==> src/rtl/sd_pkg.sv <==
// Shared types and constants for the SD card SPI-mode initialisation sequencer.
package sd_pkg;

    typedef enum logic [2:0] {
        ST_IDLE,
        ST_POWERUP,
        ST_ISSUE,
        ST_WAIT,
        ST_EVAL,
        ST_READY,
        ST_ERROR
    } state_t;

    // Command indices as sent on the wire (ACMD41 shares index space with CMDs)
    localparam logic [5:0] CMD0   = 6'd0;
    localparam logic [5:0] CMD8   = 6'd8;
    localparam logic [5:0] CMD16  = 6'd16;
    localparam logic [5:0] CMD55  = 6'd55;
    localparam logic [5:0] ACMD41 = 6'd41;

    localparam logic [6:0] CRC_CMD0       = 7'h4A;
    localparam logic [6:0] CRC_CMD8       = 7'h43;
    localparam logic [6:0] CRC_CMD55      = 7'h32;
    localparam logic [6:0] CRC_ACMD41_HCS = 7'h3B;
    localparam logic [6:0] CRC_ACMD41     = 7'h72;
    localparam logic [6:0] CRC_CMD16      = 7'h0A;

    localparam logic [2:0] ERR_NONE    = 3'd0;
    localparam logic [2:0] ERR_CMD0    = 3'd1;
    localparam logic [2:0] ERR_CMD8    = 3'd2;
    localparam logic [2:0] ERR_ACMD41  = 3'd3;
    localparam logic [2:0] ERR_CMD16   = 3'd4;
    localparam logic [2:0] ERR_TIMEOUT = 3'd5;

endpackage

==> src/rtl/sd_init_sequencer.sv <==
// Drives sd_controller through CMD0, CMD8, CMD55/ACMD41 retries and CMD16
// to bring an SD card into SPI-mode ready state.
module sd_init_sequencer
    import sd_pkg::*;
#(
    parameter int MEMORY_SIZE_IN_BYTES = 10,
    parameter int POWERUP_CYCLES       = 80,
    parameter int RETRY_MAX            = 100,
    parameter int DONE_TIMEOUT         = 4096
) (
    input  logic                                    clk,
    input  logic                                    rst,
    input  logic                                    init_start,
    output logic [5:0]                              sd_cmd,
    output logic [31:0]                             sd_arg,
    output logic [6:0]                              sd_crc,
    output logic [$clog2(MEMORY_SIZE_IN_BYTES)-1:0] sd_nresponse,
    output logic                                    sd_start,
    input  logic                                    sd_done,
    input  logic [7:0]                              sd_R1,
    output logic                                    busy,
    output logic                                    ready,
    output logic                                    error,
    output logic [2:0]                              err_code,
    output logic                                    card_v2
);

    localparam int NRESP_W = $clog2(MEMORY_SIZE_IN_BYTES);
    localparam int PWR_W   = $clog2(POWERUP_CYCLES + 1);
    localparam int RETRY_W = $clog2(RETRY_MAX + 1);
    localparam int TMO_W   = $clog2(DONE_TIMEOUT + 1);

    state_t               state_q, state_d;
    logic [5:0]           cur_cmd_q, cur_cmd_d;
    logic [PWR_W-1:0]     pwr_cnt_q, pwr_cnt_d;
    logic [TMO_W-1:0]     tmo_cnt_q, tmo_cnt_d;
    logic [RETRY_W-1:0]   retry_cnt_q, retry_cnt_d;
    logic [7:0]           r1_q, r1_d;
    logic [2:0]           err_code_q, err_code_d;
    logic                 card_v2_q, card_v2_d;

    logic [31:0]          arg_f;
    logic [6:0]           crc_f;
    logic [NRESP_W-1:0]   nresp_f;
    logic                 fields_en;

    always_ff @(posedge clk) begin
        if (rst) begin
            state_q     <= ST_IDLE;
            cur_cmd_q   <= CMD0;
            pwr_cnt_q   <= '0;
            tmo_cnt_q   <= '0;
            retry_cnt_q <= '0;
            r1_q        <= '0;
            err_code_q  <= ERR_NONE;
            card_v2_q   <= 1'b0;
        end else begin
            state_q     <= state_d;
            cur_cmd_q   <= cur_cmd_d;
            pwr_cnt_q   <= pwr_cnt_d;
            tmo_cnt_q   <= tmo_cnt_d;
            retry_cnt_q <= retry_cnt_d;
            r1_q        <= r1_d;
            err_code_q  <= err_code_d;
            card_v2_q   <= card_v2_d;
        end
    end

    // Command field lookup; ACMD41 requests high capacity only on SDv2 cards
    always_comb begin
        arg_f   = 32'h0000_0000;
        crc_f   = CRC_CMD0;
        nresp_f = '0;
        case (cur_cmd_q)
            CMD8: begin
                arg_f   = 32'h0000_01AA;
                crc_f   = CRC_CMD8;
                nresp_f = NRESP_W'(4);
            end
            CMD55:  crc_f = CRC_CMD55;
            ACMD41: begin
                arg_f = card_v2_q ? 32'h4000_0000 : 32'h0000_0000;
                crc_f = card_v2_q ? CRC_ACMD41_HCS : CRC_ACMD41;
            end
            CMD16: begin
                arg_f = 32'h0000_0200;
                crc_f = CRC_CMD16;
            end
            default: ;
        endcase
    end

    always_comb begin
        state_d     = state_q;
        cur_cmd_d   = cur_cmd_q;
        pwr_cnt_d   = pwr_cnt_q;
        tmo_cnt_d   = tmo_cnt_q;
        retry_cnt_d = retry_cnt_q;
        r1_d        = r1_q;
        err_code_d  = err_code_q;
        card_v2_d   = card_v2_q;

        case (state_q)
            ST_IDLE, ST_READY, ST_ERROR: begin
                if (init_start) begin
                    state_d     = ST_POWERUP;
                    pwr_cnt_d   = PWR_W'(POWERUP_CYCLES);
                    retry_cnt_d = '0;
                    err_code_d  = ERR_NONE;
                    card_v2_d   = 1'b0;
                end
            end
            ST_POWERUP: begin
                if (pwr_cnt_q == '0) begin
                    cur_cmd_d = CMD0;
                    state_d   = ST_ISSUE;
                end else begin
                    pwr_cnt_d = pwr_cnt_q - PWR_W'(1);
                end
            end
            ST_ISSUE: begin
                // The ISSUE cycle itself counts towards the done timeout
                tmo_cnt_d = TMO_W'(1);
                state_d   = ST_WAIT;
            end
            ST_WAIT: begin
                if (sd_done) begin
                    r1_d    = sd_R1;
                    state_d = ST_EVAL;
                end else if (tmo_cnt_q >= TMO_W'(DONE_TIMEOUT - 1)) begin
                    state_d    = ST_ERROR;
                    err_code_d = ERR_TIMEOUT;
                end else begin
                    tmo_cnt_d = tmo_cnt_q + TMO_W'(1);
                end
            end
            ST_EVAL: begin
                state_d = ST_ISSUE;
                case (cur_cmd_q)
                    CMD0: begin
                        if (r1_q == 8'h01) begin
                            cur_cmd_d = CMD8;
                        end else begin
                            state_d    = ST_ERROR;
                            err_code_d = ERR_CMD0;
                        end
                    end
                    CMD8: begin
                        if (r1_q == 8'h01) begin
                            card_v2_d = 1'b1;
                            cur_cmd_d = CMD55;
                        end else if (r1_q[2]) begin
                            card_v2_d = 1'b0;
                            cur_cmd_d = CMD55;
                        end else begin
                            state_d    = ST_ERROR;
                            err_code_d = ERR_CMD8;
                        end
                    end
                    CMD55: begin
                        if (r1_q == 8'h00 || r1_q == 8'h01) begin
                            cur_cmd_d = ACMD41;
                        end else begin
                            state_d    = ST_ERROR;
                            err_code_d = ERR_ACMD41;
                        end
                    end
                    ACMD41: begin
                        if (r1_q == 8'h00) begin
                            cur_cmd_d = CMD16;
                        end else if (r1_q == 8'h01) begin
                            retry_cnt_d = retry_cnt_q + RETRY_W'(1);
                            if (retry_cnt_q >= RETRY_W'(RETRY_MAX - 1)) begin
                                state_d    = ST_ERROR;
                                err_code_d = ERR_ACMD41;
                            end else begin
                                cur_cmd_d = CMD55;
                            end
                        end else begin
                            state_d    = ST_ERROR;
                            err_code_d = ERR_ACMD41;
                        end
                    end
                    CMD16: begin
                        if (r1_q == 8'h00) begin
                            state_d = ST_READY;
                        end else begin
                            state_d    = ST_ERROR;
                            err_code_d = ERR_CMD16;
                        end
                    end
                    default: begin
                        state_d    = ST_ERROR;
                        err_code_d = ERR_CMD0;
                    end
                endcase
            end
            default: state_d = ST_IDLE;
        endcase
    end

    // Fields are only presented while a command is in flight, so idle/reset reads as zero
    always_comb begin
        fields_en    = (state_q == ST_ISSUE) || (state_q == ST_WAIT) || (state_q == ST_EVAL);
        sd_cmd       = fields_en ? cur_cmd_q : 6'd0;
        sd_arg       = fields_en ? arg_f : 32'd0;
        sd_crc       = fields_en ? crc_f : 7'd0;
        sd_nresponse = fields_en ? nresp_f : '0;
        sd_start     = (state_q == ST_ISSUE);
        busy         = fields_en || (state_q == ST_POWERUP);
        ready        = (state_q == ST_READY);
        error        = (state_q == ST_ERROR);
        err_code     = err_code_q;
        card_v2      = card_v2_q;
    end

endmodule

==> config.mk <==
export PLATFORM = sky130hd
export DESIGN_NAME = sd_init_sequencer
export DESIGN_NICKNAME = d
export VERILOG_FILES = /design/src/rtl/sd_pkg.sv /design/src/rtl/sd_init_sequencer.sv
export SDC_FILE = /design/constraint.sdc
export NUM_CORES = 1
export LEC_CHECK = 0
export BUFFER_PORTS_ARGS = -buffer_cell sky130_fd_sc_hd__buf_2
export CORE_MARGIN = 5
export CORE_UTILIZATION = 50
export DETAILED_ROUTE_END_ITERATION = 8
export HOLD_SLACK_MARGIN = 0.06
export PLACE_DENSITY_LB_ADDON = 0.12
export SLEW_MARGIN = 20
export SYNTH_ARGS = -nofsm -noshare
export SYNTH_HDL_FRONTEND = slang
export SYNTH_SLANG_ARGS = --single-unit
==> constraint.sdc <==
create_clock -name clk -period 5.7 [get_ports clk]
set_input_delay 0.855 -clock clk [delete_from_list [all_inputs] [get_ports clk]]
set_output_delay 0.855 -clock clk [all_outputs]
set_load 0.005 [all_outputs]
==> impl_metrics.prom <==
# TYPE chip_impl_metric gauge
chip_impl_metric{name="synth.distinct_cells",unit=""} 54
chip_impl_metric{name="synthesis.yosys.warnings",unit=""} 0
chip_impl_metric{name="timing.max_slew.rel_slack",unit=""} 0.4974
chip_impl_metric{name="finalWorstPathRequiredPeriod",unit="ns"} 3.144
chip_impl_info{name="kind_of_cell_adding_the_most_delay_to_the_critical_path",value="simple AND/OR/NAND/NOR gates"} 1
chip_impl_info{name="yosysTopAreaCell",value="sky130_fd_sc_hd__dfxtp_1"} 1
chip_impl_metric{name="critical_path.max_stage_delay",unit="ns"} 0.71
chip_impl_info{name="status",value="finished clean"} 1
chip_impl_info{name="synth-main-ff-cell",value="sky130_fd_sc_hd__dfxtp_1"} 1
chip_impl_metric{name="vias_in_the_first_global_route",unit=""} 2154
chip_impl_metric{name="synth_async_sr_flop_share",unit=""} 0
chip_impl_info{name="crit_path_start_kind",value="flop"} 1
chip_impl_metric{name="cp_data_required_time",unit="ns"} 4.85
chip_impl_metric{name="p_comb_frac",unit=""} 0.379
chip_impl_metric{name="drt-vias-per-instance",unit=""} 5.253
chip_impl_metric{name="cell_internal_pwr",unit="µW"} 617.4
chip_impl_metric{name="stdcell_count",unit=""} 454
chip_impl_info{name="hold_path.startpoint",value="r1_q[1]$_SDFFE_PP0P_"} 1
chip_impl_metric{name="power.share.clock",unit=""} 0.207
chip_impl_metric{name="drc",unit=""} 0
chip_impl_metric{name="htree_num_levels",unit=""} 2
chip_impl_metric{name="grt_pass1_wl",unit="µm"} 9998
chip_impl_metric{name="fin_setup_tns",unit="ns"} 0
chip_impl_info{name="tritoncts",value="done"} 1
chip_impl_metric{name="pwr-share-seq",unit=""} 0.413
chip_impl_metric{name="drt-total-wl",unit="µm"} 5953
chip_impl_metric{name="drt-pass1-iter-count",unit=""} 4
chip_impl_info{name="worst-setup-path-type",value="reg -> out"} 1
chip_impl_metric{name="cts_buffer_depth",unit=""} 2
chip_impl_metric{name="clk-insertion-delay-late",unit="ns"} 0.30
chip_impl_metric{name="netSwitchingPower",unit="µW"} 399.4
chip_impl_metric{name="die_height",unit="µm"} 84.75
chip_impl_metric{name="grt_overflow",unit=""} 0
chip_impl_metric{name="post_cts_hold_buffer_count",unit=""} 0
chip_impl_metric{name="first_iter_violations",unit=""} 197
chip_impl_metric{name="global_route.usage.total",unit=""} 0.1647
chip_impl_metric{name="netSwitchingFraction",unit=""} 0.3928
chip_impl_metric{name="critical_path_peak_fanout",unit=""} 18
chip_impl_info{name="critical-path-slowest-cell",value="sky130_fd_sc_hd__dfxtp_1"} 1
chip_impl_metric{name="synth-edff-count",unit=""} 0
chip_impl_info{name="critPathCaptureType",value="output pin"} 1
chip_impl_metric{name="numCtsBuffers",unit=""} 5
chip_impl_metric{name="yosysSeqAreaShare",unit=""} 0.3296
chip_impl_metric{name="die-area",unit="µm²"} 7183
chip_impl_metric{name="fin_nets",unit=""} 397
chip_impl_info{name="timing.hold.worst_endpoint",value="r1_q[1]$_SDFFE_PP0P_"} 1
chip_impl_metric{name="cell_count_after_synthesis",unit=""} 359
chip_impl_metric{name="dp.final_hpwl",unit="µm"} 4473
chip_impl_metric{name="ioPinCount",unit=""} 69
chip_impl_metric{name="number_of_antenna_diodes",unit=""} 0
chip_impl_metric{name="wp_data_arrival",unit="ns"} 2.29
chip_impl_info{name="list_of_cells_traversed_by_the_critical_path",value="nor3b_1 > nor2_1 > inv_1 > and3_1 > buf_2"} 1
chip_impl_metric{name="p_leak",unit="nW"} 1.167
chip_impl_metric{name="maximum_number_of_pins_on_one_net_before_global_route_repair",unit=""} 32
chip_impl_metric{name="reg2reg_depth",unit=""} 7
chip_impl_metric{name="cap_violations",unit=""} 0
chip_impl_metric{name="areaGrowthSynthToFinish",unit="%"} 4.881
chip_impl_metric{name="report.final.setup_viol",unit=""} 0
chip_impl_metric{name="port_buffers",unit=""} 39
chip_impl_metric{name="netlist_area",unit="µm²"} 2794
chip_impl_metric{name="routed-via-count",unit=""} 2385
chip_impl_metric{name="final_skew",unit="ns"} 0.01088
chip_impl_metric{name="timing_max_transition_violations_final",unit=""} 0
chip_impl_info{name="rsz0062_at_grt",value="no"} 1
chip_impl_metric{name="final_core_util",unit=""} 0.5354
chip_impl_info{name="cell_at_the_root_of_the_clock_tree",value="sky130_fd_sc_hd__clkbuf_8"} 1
chip_impl_metric{name="grt_antenna_before_repair",unit=""} 0
chip_impl_metric{name="die_x",unit="µm"} 84.75
chip_impl_metric{name="core_area",unit="µm²"} 5473
chip_impl_metric{name="numPlacedInstances",unit=""} 446
chip_impl_info{name="synth.top_cells.by_area",value="sky130_fd_sc_hd__dfxtp_1 (33%), sky130_fd_sc_hd__buf_4 (10%), sky130_fd_sc_hd__nor2_1 (5.6%)"} 1
chip_impl_metric{name="gp_congestion",unit=""} 0.8416
chip_impl_metric{name="placement_rows",unit=""} 27
chip_impl_metric{name="vdd_ir_drop_max",unit="mV"} 0.1856
chip_impl_metric{name="netlist.area_leader.share",unit=""} 0.3296
chip_impl_metric{name="cts.repair_timing.setup_buffer_count",unit=""} 0
chip_impl_metric{name="wire_per_inst",unit="µm"} 13.11
chip_impl_metric{name="ys_seq_elements",unit=""} 46
chip_impl_metric{name="rrSetupSlack",unit="ns"} 3.31
chip_impl_info{name="critical_path.reg2reg.startpoint",value="tmo_cnt_q[0]$_SDFFE_PP0P_"} 1
chip_impl_metric{name="final_layout_size_suffix_gt1_frac",unit=""} 0.1440
chip_impl_metric{name="worstMarginPinSlew",unit="ns"} 0.7512
chip_impl_info{name="timing.rr.end",value="state_q[0]$_SDFFE_PP0P_"} 1
chip_impl_metric{name="clk_transition_reported_paths",unit="ns"} 0.09
chip_impl_metric{name="power-per-cell-area",unit="nW/µm²"} 347.0
chip_impl_metric{name="worst-path-buf-inv",unit=""} 2
chip_impl_metric{name="final_antenna_net_count",unit=""} 0
chip_impl_metric{name="period_share",unit=""} 0.5516
chip_impl_metric{name="hold_viol",unit=""} 0
chip_impl_metric{name="syn_area_per_cell",unit="µm²"} 7.783
chip_impl_metric{name="layout_filler_cell_count",unit=""} 543
chip_impl_metric{name="hold_depth",unit=""} 2
chip_impl_metric{name="initial_utilization",unit=""} 0.5105
chip_impl_metric{name="max_freq",unit="MHz"} 318.1
chip_impl_metric{name="cts_num_sinks",unit=""} 46
chip_impl_metric{name="post_cts.resized_instances",unit=""} 0
chip_impl_info{name="min_path_type",value="reg -> reg"} 1
-- Yosys cell counts, drive strengths merged (2+ instances only) --
cell type	n
o21ai	13
nor4	3
nand2	35
dfxtp	46
and2	6
and3	4
nor3	8
buf	44
or3	4
and4	2
a31oi	3
inv	11
nor3b	5
nand3	14
a211oi	3
a311oi	2
mux2i	3
xnor2	14
o31ai	2
nand3b	2
nand2b	8
xor2	8
a21boi	2
nor2b	8
nand4b	2
nand4	7
a21oi	28
nor2	42
a221oi	3
clkbuf	8
ha	4
-- state kept, by name, indices dropped and copies added, names as in the netlist --
name	cells
cur_cmd_q	4
tmo_cnt_q	13
retry_cnt_q	7
r1_q	8
card_v2	1
pwr_cnt_q	7
err_code	3
state_q	3
-- worst max path at each step --
stage           endpoint                     from  slack (ns)  depth (start not counted)
2_1_floorplan  sd_arg[3]  state_q[2]$_SDFFE_PP0P_        3.16                          6
6_report       sd_crc[6]  state_q[0]$_SDFFE_PP0P_        2.56                          5
5_1_grt        sd_arg[5]  state_q[0]$_SDFFE_PP0P_        2.30                          4
4_1_cts        sd_crc[6]  state_q[0]$_SDFFE_PP0P_        2.58                          5
3_3_place_gp   sd_crc[6]  state_q[0]$_SDFFE_PP0P_        3.01                          5
3_5_place_dp   sd_crc[6]  state_q[0]$_SDFFE_PP0P_        2.92                          5
-- metal layers --
metal / up-vias / global-route usage / share of wire
met5: - / 0 / 0
met4: 0 / 0.03165 / 0.0049
met3: 4 / 0.03729 / 0.057
met2: 66 / 0.2690 / 0.46
met1: 1110 / 0.2237 / 0.48
li1: 1205 / - / -
-- power by group through the flow --
stage	clock network, mW	registers (mW)	logic, mW
2_1_floorplan	0	0.394	0.351
3_3_place_gp	0	0.427	0.379
3_5_place_dp	0	0.427	0.382
4_1_cts	0.219	0.420	0.385
5_1_grt	0.231	0.430	0.430
6_report	0.211	0.420	0.386
-- worst register-to-register path: stages (launching register included) --
cell,delay (ns)
sky130_fd_sc_hd__dfxtp_1,0.43
sky130_fd_sc_hd__ha_1,0.31
sky130_fd_sc_hd__a21oi_1,0.07
sky130_fd_sc_hd__or4_4,0.50
sky130_fd_sc_hd__and2_1,0.27
sky130_fd_sc_hd__a221oi_4,0.41
sky130_fd_sc_hd__mux2i_1,0.24
sky130_fd_sc_hd__nor2_1,0.05
-- cell families after synthesis --
kind of cell / Yosys count / synth area share
and+or+nand+nor: 154 / 0.2768
AOI/OAI and AO/OA: 64 / 0.1473
buffers and inverters: 63 / 0.1397
DFF: 46 / 0.3296
xor gates and xnor gates: 22 / 0.06897
adders and majority gates: 5 / 0.02150
muxes: 4 / 0.01478
other: 1 / 0.001342
-- final cells by class --
cell class / count / area (µm²) / share of cell area
tap: 72 / 90.09 / 0.03074
timing repair buffer: 39 / 195.2 / 0.06661
clock buffer: 6 / 82.58 / 0.02818
multi-input combinational: 278 / 1588 / 0.5418
inverter: 11 / 41.29 / 0.01409
clock inverter: 2 / 12.51 / 0.004270
sequential: 46 / 920.9 / 0.3143
-- cell usage in the layout, fill, tap and decap left out, types with 11 or more instances in the layout --
cell type                 Yosys  final
sky130_fd_sc_hd__a21oi_1     28     28
sky130_fd_sc_hd__buf_2        3     39
sky130_fd_sc_hd__conb_1       1     29
sky130_fd_sc_hd__dfxtp_1     46     46
sky130_fd_sc_hd__inv_1       11     11
sky130_fd_sc_hd__nand2_1     35     35
sky130_fd_sc_hd__nand3_1     14     14
sky130_fd_sc_hd__nor2_1      42     42
sky130_fd_sc_hd__o21ai_0     11     11
sky130_fd_sc_hd__xnor2_1     14     14
-- per-stage QoR --
step / instance area, µm² / power [mW] / setup slack (ns) / hold WS, ns
4_1_cts: 2930 / 1.025 / 2.576 / 0.4650
5_1_grt: 2930 / 1.091 / 2.302 / 0.4923
3_5_place_dp: 2835 / 0.8096 / 2.923 / 0.4519
2_1_floorplan: 2899 / 0.7452 / 3.164 / 0.4316
3_3_place_gp: 2835 / 0.8053 / 3.010 / 0.4430
6_report: 2930 / 1.017 / 2.556 / 0.4631
Note: power is estimated with default switching activity, not from simulation.
